==> src/rtl/stopwatch_ctrl.sv <==
// Stopwatch sequencer: button-driven run/pause/clear/set control, count-tick prescaler and digit load strobes.
// Optional lap/display-hold behaviour is enabled by defining LAP_EN.
module stopwatch_ctrl #(
  parameter int unsigned TICK_DIV    = 100,
  parameter int unsigned NUM_DIGITS  = 4,
  parameter int unsigned DIGIT_MAX   = 9,
  parameter int unsigned STOP_ON_OVF = 1
) (
  input  logic                          clk,
  input  logic                          reset,
  input  logic                          btn_start,
  input  logic                          btn_clear,
  input  logic                          btn_set,
  input  logic                          btn_next,
  input  logic                          btn_inc,
  input  logic                          ovf_in,
  output logic                          count_en,
  output logic                          clr,
  output logic                          load_stb,
  output logic [NUM_DIGITS-1:0]         load_sel,
  output logic [3:0]                    load_val,
  output logic [$clog2(NUM_DIGITS)-1:0] digit_ptr,
  output logic [1:0]                    state,
  output logic                          disp_hold
);

  localparam int unsigned PW = $clog2(TICK_DIV);
  localparam int unsigned DW = $clog2(NUM_DIGITS);
  localparam logic [PW-1:0] PRESC_LAST = PW'(TICK_DIV - 1);
  localparam logic [DW-1:0] PTR_LAST   = DW'(NUM_DIGITS - 1);
  localparam logic [3:0]    EDIT_MAX   = 4'(DIGIT_MAX);
  localparam logic          OVF_STOP   = (STOP_ON_OVF != 0);

  typedef enum logic [1:0] {
    S_IDLE  = 2'd0,
    S_RUN   = 2'd1,
    S_PAUSE = 2'd2,
    S_SET   = 2'd3
  } state_e;

  state_e                  state_q, state_d;
  logic [PW-1:0]           presc_q, presc_d;
  logic                    count_en_q, count_en_d;
  logic                    clr_q, clr_d;
  logic                    load_stb_q, load_stb_d;
  logic [NUM_DIGITS-1:0]   load_sel_q, load_sel_d;
  logic [3:0]              load_val_q, load_val_d;
  logic [DW-1:0]           digit_ptr_q, digit_ptr_d;
  logic [3:0]              edit_q, edit_d;
`ifdef LAP_EN
  logic                    hold_q, hold_d;
`endif

  // Each state walks its own priority chain, so an event that is ignored in
  // the current state never masks a lower-priority one that does act.
  always_comb begin
    state_d     = state_q;
    presc_d     = presc_q;
    count_en_d  = 1'b0;
    clr_d       = 1'b0;
    load_stb_d  = 1'b0;
    load_sel_d  = '0;
    load_val_d  = '0;
    digit_ptr_d = digit_ptr_q;
    edit_d      = edit_q;
`ifdef LAP_EN
    hold_d      = hold_q;
`endif
    unique case (state_q)
      S_IDLE: begin
        if (btn_clear) begin
          clr_d   = 1'b1;
          presc_d = '0;
`ifdef LAP_EN
          hold_d  = 1'b0;
`endif
        end else if (btn_set) begin
          state_d     = S_SET;
          digit_ptr_d = '0;
          edit_d      = '0;
`ifdef LAP_EN
          hold_d      = 1'b0;
`endif
        end else if (btn_start) begin
          state_d = S_RUN;
          presc_d = '0;
        end
      end
      S_RUN: begin
        if (btn_clear) begin
          clr_d   = 1'b1;
          presc_d = '0;
          state_d = S_IDLE;
`ifdef LAP_EN
          hold_d  = 1'b0;
`endif
        end else if (btn_start || (OVF_STOP && ovf_in)) begin
          state_d = S_PAUSE;
        end else begin
          if (presc_q == PRESC_LAST) begin
            presc_d    = '0;
            count_en_d = 1'b1;
          end else begin
            presc_d = presc_q + 1'b1;
          end
`ifdef LAP_EN
          if (btn_next) hold_d = ~hold_q;
`endif
        end
      end
      S_PAUSE: begin
        if (btn_clear) begin
          clr_d   = 1'b1;
          presc_d = '0;
          state_d = S_IDLE;
`ifdef LAP_EN
          hold_d  = 1'b0;
`endif
        end else if (btn_set) begin
          state_d     = S_SET;
          digit_ptr_d = '0;
          edit_d      = '0;
`ifdef LAP_EN
          hold_d      = 1'b0;
`endif
        end else if (btn_start) begin
          state_d = S_RUN;
        end
      end
      S_SET: begin
        if (btn_clear) begin
          edit_d = '0;
`ifdef LAP_EN
          hold_d = 1'b0;
`endif
        end else if (btn_set) begin
          state_d = S_PAUSE;
        end else if (btn_next) begin
          load_stb_d  = 1'b1;
          load_sel_d  = NUM_DIGITS'(1) << digit_ptr_q;
          load_val_d  = edit_q;
          digit_ptr_d = (digit_ptr_q == PTR_LAST) ? '0 : digit_ptr_q + 1'b1;
          edit_d      = '0;
        end else if (btn_inc) begin
          edit_d = (edit_q == EDIT_MAX) ? '0 : edit_q + 4'd1;
        end
      end
    endcase
  end

  always_ff @(posedge clk) begin
    if (reset) begin
      state_q     <= S_IDLE;
      presc_q     <= '0;
      count_en_q  <= 1'b0;
      clr_q       <= 1'b0;
      load_stb_q  <= 1'b0;
      load_sel_q  <= '0;
      load_val_q  <= '0;
      digit_ptr_q <= '0;
      edit_q      <= '0;
`ifdef LAP_EN
      hold_q      <= 1'b0;
`endif
    end else begin
      state_q     <= state_d;
      presc_q     <= presc_d;
      count_en_q  <= count_en_d;
      clr_q       <= clr_d;
      load_stb_q  <= load_stb_d;
      load_sel_q  <= load_sel_d;
      load_val_q  <= load_val_d;
      digit_ptr_q <= digit_ptr_d;
      edit_q      <= edit_d;
`ifdef LAP_EN
      hold_q      <= hold_d;
`endif
    end
  end

  assign count_en  = count_en_q;
  assign clr       = clr_q;
  assign load_stb  = load_stb_q;
  assign load_sel  = load_sel_q;
  assign load_val  = load_val_q;
  assign digit_ptr = digit_ptr_q;
  assign state     = state_q;
`ifdef LAP_EN
  assign disp_hold = hold_q;
`else
  assign disp_hold = 1'b0;
`endif

endmodule

==> config.mk <==
export PLATFORM = sky130hd
export DESIGN_NAME = stopwatch_ctrl
export DESIGN_NICKNAME = d
export VERILOG_FILES = /design/src/rtl/stopwatch_ctrl.sv
export SDC_FILE = /design/constraint.sdc
export NUM_CORES = 1
export LEC_CHECK = 0
export ABC_AREA = 1
export BUFFER_PORTS_ARGS = -buffer_cell sky130_fd_sc_hd__buf_4
export CORE_UTILIZATION = 54
export DETAILED_ROUTE_END_ITERATION = 10
export MAX_ROUTING_LAYER = met4
export PLACE_DENSITY = 0.8
export REMOVE_ABC_BUFFERS = 1
export SYNTH_ARGS = -nofsm -noshare
export SYNTH_HDL_FRONTEND = slang
export SYNTH_SLANG_ARGS = --single-unit
export TNS_END_PERCENT = 5
==> constraint.sdc <==
create_clock -name clk -period 1.5 [get_ports clk]
set_input_delay 0.075 -clock clk [delete_from_list [all_inputs] [get_ports clk]]
set_output_delay 0.075 -clock clk [all_outputs]
set_load 0.01 [all_outputs]
# --- Word-level counts from Yosys, hierarchy flattened ---
# Index checks and enable logic that the tools add are counted.
classes:
  n_reduce_logical: 14
  addsub: 3
  shifts: 1
  n_eq_ne: 20
  n_mux: 35
  n_bitwise: 4
op_table:
  columns: ["cell", "count"]
  rows:
  - ["7-bit 2-to-1 mux", 7]
  - ["2-bit 2-to-1 mux", 14]
  - ["4-bit 2-to-1 mux", 7]
  - ["7-bit one-hot mux with 3 select lines", 1]
  - ["3-bit != test (second input constant)", 5]
  - ["2-bit != test (second input constant)", 7]
  - ["5-bit AND reduction", 2]
  - ["2-bit one-hot mux with 4 select lines", 1]
  - ["4-bit one-hot mux with 2 select lines", 1]
  - ["4-bit OR reduction", 2]
  - ["7-bit by 1-bit adder with 7-bit output (second input constant)", 1]
  - ["7-bit equality test (second input constant)", 1]
  - ["2-bit equality test (second input constant)", 3]
  - ["6-bit AND reduction", 1]
  - ["5-bit OR reduction", 1]
  - ["4-bit by 1-bit adder with 4-bit output (second input constant)", 1]
  - ["4-bit equality test (second input constant)", 1]
  - ["4-bit != test (second input constant)", 1]
  - ["1-bit NOT", 4]
  - ["2-bit one-hot mux with 2 select lines", 1]
  - ["4-bit AND reduction", 1]
  - ["2-bit OR reduction", 2]
  - ["1-bit by 2-bit left shift with 4-bit output (first input constant)", 1]
  - ["1-bit 2-to-1 mux", 3]
  - ["other kinds (8)", 8]
totals:
  wordCells: 86
  out_inout_bits: 16
  regBits: 26

# --- Longest topological paths before layout ---
# Gate-level depths: netlist of the first run.
logic_depth:
  ltp_word: 7
  ltp_mapped: 9
  mapped_depth_nobuf: 9

# --- Least setup slack after synthesis of the first run ---
# No wires, ideal clock.
synth_path:
  path_kind: "register to register"
  from: "register state_q[0] (netlist: state[0])"
  to: "register presc_q[2]"
  setup_slack_ns: 0.239
  setup_time_ns: 0.116
  t_arrival_ns: 1.145
  stages_incl_launch_ff: 8
  cell_sequence: "dfxtp_1 -> inv_1 -> nor2_1 -> nand3_1 -> nand2_1 -> nor2_1 -> o21ai_0 -> nor2_1"
synth_between:
  elab_chain_len: 3
  elab_cells_between_ends: 10
  classes_between: "eq/ne: 6; mux: 1; reduce/logical: 3"
synth_rtl:
  columns: ["item", "line_no", "rtl"]
  rows:
  - ["start, declared", "41", "state_e state_q, state_d;"]
  - ["start signal, assigned", "166", "state_q <= state_d;"]
  - ["2-bit by 1-bit equality test with 1-bit output, or another cell as far along", "69", "unique case (state_q)"]
  - ["3-bit != test (no source line), or another cell as far along", null, null]
  - ["5-bit AND reduction (no source line)", null, null]
  - ["end signal, assigned", "167", "presc_q <= presc_d;"]
  - ["end, declared", "42", "logic [PW-1:0] presc_q, presc_d;"]
# Several ways; a longest one is shown, not always the timed one.
# A chain may end at the register's enable or synchronous reset.

# --- Final worst setup path of the first run ---
layout_path:
  from: "register presc_q[0]"
  to: "register presc_q[3]"
layout_between:
  elab_chain_len: 5
  elab_cells_between_ends: 6
  classes_between: "add/sub: 1; eq/ne: 1; mux: 4"
layout_rtl:
  columns: ["item", "line_no", "rtl"]
  rows:
  - ["7-bit by 1-bit adder with 7-bit output or 7-bit equality test (tied branches)", "104, 100", null]
  - ["7-bit 2-to-1 mux *", "100", "if (presc_q == PRESC_LAST) begin"]
  - ["7-bit 2-to-1 mux *", "97", "end else if (btn_start || (OVF_STOP && ovf_in)) begin"]
  - ["7-bit 2-to-1 mux *", "90", "if (btn_clear) begin"]
  - ["7-bit one-hot mux with 3 select lines *", "69", null]
# Every way passes the cells marked *; elsewhere a longest branch is shown, timed or not. The select of a mux whose other input is x is not followed.

==> impl_metrics.py, run 1 <==
metrics = {
    "critical_path": {
        "cp.arrival_ns": 1.58,
        "critPathBufInv": 1,
        "path_cells": "ha_1, inv_1, nor2_1, nand3_1, nand2_1, nand3_1, nand2_1, nor2_1",
        "critPathCaptureType": "flip-flop",
        "cp-start-kind": "flip-flop",
        "critPathTopFamily": "simple AND/OR/NAND/NOR gates",
        "crit_slowest_cell": "dfxtp_1",
        "path_class": "reg2reg",
        "cp_max_fo": 4,
        "required_ns": 1.72,
        "crit_path_max_incr_delay_ns": 0.38,
    },
    "finish": {
        "final_layout_size_suffix_gt1_frac": 0.173,
        "fin_cells": 242,
        "syn2layout_area_growth_pct": 16.9,
        "num_antenna_cells": 0,
        "nNetsFinal": 228,
    },
    "cts": {
        "cts_sinks": 26,
        "numCtsBuffers": 3,
        "worstSkewPairLatency_ns": 0.31,
        "postCtsSetupRepairBufs": 0,
        "htreeDepth": 1,
        "cts_tree": "yes",
        "clockRootBuffer": "clkbuf_4",
        "cts_buffer_depth": 2,
        "path_clk_slew_ns": 0.13,
    },
    "placement": {
        "dp_cells": 238,
        "port_buffers": 22,
        "gp_congestion": 1.01,
        "hpwl_mm": 2.16,
    },
    "power_and_ir_drop": {
        "peakVddDrop_v": 0.000543,
        "power_density_mw_per_mm2": 847,
        "power.total_mw": 1.28,
        "p_leak_nw": 0.697,
    },
    "routing": {
        "drc": 0,
        "wl_met2_mm": 1.35,
        "ant_nets": 0,
        "vias": 1308,
        "wire_per_inst_um": 11.6,
        "wl_met3_um": 218,
        "drtIter0Drc": 47,
        "dr.pass1.iters": 5,
        "routed.top_layer": "met4",
        "finalWirelength_mm": 2.80,
        "vias_per_cell": 5.40,
        "wl_met1_mm": 1.18,
    },
    "outcome": {
        "status": "finished clean",
    },
    "timing": {
        "period_share": 0.908,
        "layout_min_cycle_time_ns": 1.36,
        "setup_violations": 0,
        "slew_violations": 0,
        "skew_ns": 0.00480,
        "fmax_mhz": 734,
        "rsz0062_at_grt": "no",
        "hold_viol_final": 0,
        "setup_tns_ns": 0,
    },
    "floorplan": {
        "initial_utilization": 0.580,
        "dieHeight_um": 51.0,
        "die_area_mm2": 0.00260,
        "ioPinCount": 24,
        "die_width_um": 51.0,
        "core_area_mm2": 0.00223,
        "core.rowCount": 17,
    },
    "job": {
        "maxCapViolCount": 0,
    },
    "hold_path": {
        "hp-class": "in2reg",
    },
    "global_route": {
        "grt_pass1_wl_mm": 4.53,
        "antenna_found_initial": 0,
        "grt_overflow": 0,
        "grt_max_degree": 14,
        "grt_pass1_vias": 1089,
        "grt.total_usage": 0.240,
    },
    "logic_synthesis": {
        "synthTopCellsByArea": "dfxtp_1 40%, nand2_1 13%, nor2_1 10%",
        "netlist_area_mm2": 0.00129,
        "synth_top_area_cell": "dfxtp_1",
        "ys_ff_latch": 26,
        "yosysUniqueCellTypes": 28,
        "synth_cells": 191,
        "yosys_warnings": 0,
        "yosysTopAreaCellShare": 0.402,
        "yosysSeqAreaShare": 0.402,
        "synth_area_per_cell_um2": 6.78,
    },
}
[cell usage in the layout, fill, tap and decap left out, types with 2 or more instances in the layout]
| master | count |
|---|---|
| a21oi_1 | 9 |
| buf_4 | 22 |
| clkbuf_4 | 3 |
| dfxtp_1 | 24 |
| dfxtp_2 | 2 |
| ha_1 | 4 |
| inv_1 | 22 |
| inv_2 | 2 |
| nand2_1 | 44 |
| nand2_2 | 2 |
| nand3_1 | 18 |
| nand4_1 | 6 |
| nor2_1 | 36 |
| nor2_2 | 2 |
| o21ai_0 | 4 |
[area by class of cell]
class	count	area, um^2
Fill cell	193	719
Multi-Input combinational cell	138	668
Sequential cell	26	523
Timing Repair Buffer	23	175
Inverter	24	90.1
Tap cell	28	35.0
Clock buffer	3	22.5
[synth_stat cells]
master,count
a21oi_1,9
or2_1,1
nand2_2,2
o221ai_1,1
nand3_2,1
nand3_1,18
nand3b_1,1
nor3_1,1
nor2_2,2
nor2_1,36
buf_2,1
o21bai_1,1
a21oi_2,1
inv_2,2
inv_1,22
nor4_1,1
ha_1,4
a31oi_1,1
nand4_1,6
nand2_1,44
xor2_1,1
o21ai_0,4
nor2_4,1
dfxtp_1,26
buf_4,1
conb_1,1
nor3_2,1
clkbuf_1,1
[metal layers]
metal,GRT usage,vias to the layer above
li1,-,653
met1,0.273,587
met2,0.417,62
met3,0.0298,6
met4,0.116,0
met5,-,-
[tightest hold or removal path: stages]
cell and delay, ns:
buf_4 0.07, inv_1 0.03, nand2_1 0.11, nor4_1 0.07
[report_power, final]
group | switching [mW] | total [mW] | leakage [nW] | internal, mW
Sequential | 0.0309 | 0.745 | 0.211 | 0.714
Clock | 0.193 | 0.287 | 0.0138 | 0.0940
Combinational | 0.157 | 0.251 | 0.471 | 0.0937
[metrics by stage]
stage | util | setup slack (ns) | hold slack, ns | instance area, um^2
after floorplan | - | 0.239 | 0.144 | 1280
after global placement | 0.662 | 0.169 | 0.328 | 1480
after detailed placement | 0.662 | 0.104 | 0.333 | 1480
after CTS | 0.677 | 0.0586 | 0.0617 | 1510
after global routing | 0.678 | 0.0455 | 0.0794 | 1510
final | 0.678 | 0.138 | 0.0701 | 1510
[registers in the layout, indices dropped and copies added, names as in the netlist]
name       count
presc_q        7
count_en       1
load_sel       4
edit_q         4
load_stb       1
state          2
load_val       4
clr            1
digit_ptr      2
[repair_timing]
item	CTS	global route
resized for setup	0	2
hold buffers	1	0
setup endpoints to repair	0	6
hold endpoints to repair	6	0
[logic make-up (layout without fill, tap and decap cells)]
family	after synthesis	after routing	share of synthesized area
buffers and inverters	27	50	0.0821
XOR/XNOR	1	1	0.00676
flip-flops	26	26	0.402
other	1	1	0.00290
AO/OA/AOI/OAI	17	17	0.0744
AND/OR/NAND/NOR	115	115	0.393
adder cells (fa/ha/maj)	4	4	0.0386
[worst paths after layout]
kind	startpoint	to	slack (ns)	cells after the start
hold reg to reg	edit_q[3]	load_val[3]	0.49	2
setup / recovery	presc_q[0]	presc_q[3]	0.14	8
hold / removal	ovf_in	count_en	0.07	4
setup reg to reg	presc_q[0]	presc_q[3]	0.14	8
Power figures use the tool's default switching activity.
==> run 2: changes to the inputs <==
Settings changed: RECOVER_POWER set to 100.
==> run 2 against run 1 <==
Effect of this change:
- worst hold slack improved by 0.00058 ns
- critical path type unchanged
- final cell count unchanged
- first-iteration DRC count fell by 21%
==> impl_metrics.py, run 2 (synthesis gave the netlist of run 1 again) <==
metrics = {
    "outcome": {
        "status": "finished clean",
    },
    "cts": {
        "cts_buffer_depth": 2,
        "worstSkewPairLatency_ns": 0.31,
        "postCtsSetupRepairBufs": 0,
        "numCtsBuffers": 3,
        "clockRootBuffer": "clkbuf_4",
        "cts_sinks": 26,
        "htreeDepth": 1,
        "cts_tree": "yes",
        "path_clk_slew_ns": 0.13,
    },
    "critical_path": {
        "critPathCaptureType": "flip-flop",
        "required_ns": 1.72,
        "endpoint": "presc_q[2]",
        "r2r_setup_slack_ns": 0.15,
        "rr_worst_depth": 7,
        "cp.arrival_ns": 1.57,
        "cp_max_fo": 8,
        "crit_start": "state[1]",
        "r2r-start": "state[1]",
        "cp-start-kind": "flip-flop",
        "r2r_end": "presc_q[2]",
        "path_class": "reg2reg",
    },
    "timing": {
        "slew_violations": 0,
        "rsz0062_at_grt": "no",
        "setup_violations": 0,
        "period_share": 0.899,
        "hold_viol_final": 0,
        "layout_min_cycle_time_ns": 1.35,
        "timing.hold.ws_ns": 0.0707,
        "setup_tns_ns": 0,
        "fmax_mhz": 742,
        "skew_ns": 0.00346,
    },
    "job": {
        "maxCapViolCount": 0,
    },
    "routing": {
        "ant_nets": 0,
        "finalWirelength_mm": 2.84,
        "drtIter0Drc": 37,
        "vias": 1289,
        "drc": 0,
        "wire_per_inst_um": 11.8,
        "vias_per_cell": 5.33,
        "dr.pass1.iters": 6,
    },
    "global_route": {
        "grt_overflow": 0,
        "antenna_found_initial": 0,
        "grt.total_usage": 0.240,
        "grt_max_degree": 14,
        "grt_pass1_vias": 1089,
        "grt_pass1_wl_mm": 4.53,
    },
    "power_and_ir_drop": {
        "peakVddDrop_v": 0.000543,
        "power_density_mw_per_mm2": 877,
        "p_leak_nw": 0.637,
    },
    "finish": {
        "top_register": "presc_q",
        "num_antenna_cells": 0,
        "final_cell_mix": "44 x nand2_1, 37 x nor2_1, 24 x dfxtp_1",
        "layout.cells.most_common": "nand2_1",
        "fin_cells": 242,
        "syn2layout_area_growth_pct": 11.9,
        "multiInputGateArea_um2": 656,
        "seq_area_um2": 523,
        "largest_reg_flops": 7,
        "nNetsFinal": 228,
        "fillers": 211,
        "final_layout_size_suffix_gt1_frac": 0.0935,
    },
    "hold_path": {
        "hp-class": "in2reg",
        "hold_depth": 4,
    },
    "floorplan": {
        "die_area_mm2": 0.00260,
        "core_area_mm2": 0.00223,
        "initial_utilization": 0.580,
        "die_width_um": 51.0,
        "ioPinCount": 24,
        "core.rowCount": 17,
        "dieHeight_um": 51.0,
    },
    "placement": {
        "hpwl_mm": 2.16,
        "dp_cells": 238,
        "gp_congestion": 1.01,
        "port_buffers": 22,
    },
}
## run 2: cell count changes in the layout (fill, tap and decap cells not counted)
| cell | before | now |
|---|---|---|
| buf_4 | 22 | 8 |
| clkbuf_1 | 0 | 14 |
| nand3_1 | 18 | 19 |
| nand3_2 | 1 | 0 |
| nor2_1 | 36 | 37 |
| nor2_2 | 2 | 1 |
| nor3_1 | 1 | 2 |
| nor3_2 | 1 | 0 |
| or2_0 | 0 | 1 |
| or2_1 | 1 | 0 |
## run 2: layout make-up
| cell class | count | share of cell area |
|---|---|---|
| flip-flops and latches | 26 | 0.361 |
| clock buffers | 3 | 0.0155 |
| repair buffers | 23 | 0.0846 |
| multi-input cells | 138 | 0.453 |
| inverters | 24 | 0.0622 |
| well taps | 28 | 0.0242 |
## run 2: worst max-delay path: stages, from the launching register on
cell     delay [ns]
dfxtp_2        0.43
inv_2          0.08
nand2_1        0.13
nand3_1        0.15
nand2_1        0.17
nor2_1         0.05
o21ai_0        0.18
nor2_1         0.06
## run 2: worst min path at each step
stage	start	endpoint	slack (ns)
finish	ovf_in	count_en	0.07
global route	btn_clear	state[0]	0.08
CTS	ovf_in	count_en	0.06
detailed placement	reset	edit_q[0]	0.33
global placement	reset	edit_q[1]	0.33
floorplan	reset	edit_q[0]	0.14
## run 2: what timing repair did
item	in CTS	in global routing
setup endpoints to repair	0	6
gates resized for setup	0	2
hold buffers	1	0
endpoints found under the hold margin	6	0
## run 2: per-stage QoR
stage / cell area [um^2] / total power [mW] / util / worst slack, ns
2_1_floorplan: 1280 / 0.918 / - / 0.239
5_1_grt: 1450 / 1.33 / 0.649 / 0.0348
3_5_place_dp: 1480 / 1.00 / 0.662 / 0.104
3_3_place_gp: 1480 / 0.993 / 0.662 / 0.169
4_1_cts: 1510 / 1.28 / 0.677 / 0.0586
6_report: 1450 / 1.27 / 0.649 / 0.152
## run 2: routing by layer
| layer | global-route usage | wire [um] |
|---|---|---|
| met2 | 0.417 | 1360 |
| met1 | 0.273 | 1280 |
| met4 | 0.116 | 41 |
| met3 | 0.0298 | 156 |
| met5 | - | 0 |
## run 2: power breakdown
group          switching (mW)  total [mW]  internal (mW)
logic                   0.155       0.238         0.0835
registers              0.0301       0.744          0.714
clock network           0.194       0.288         0.0940
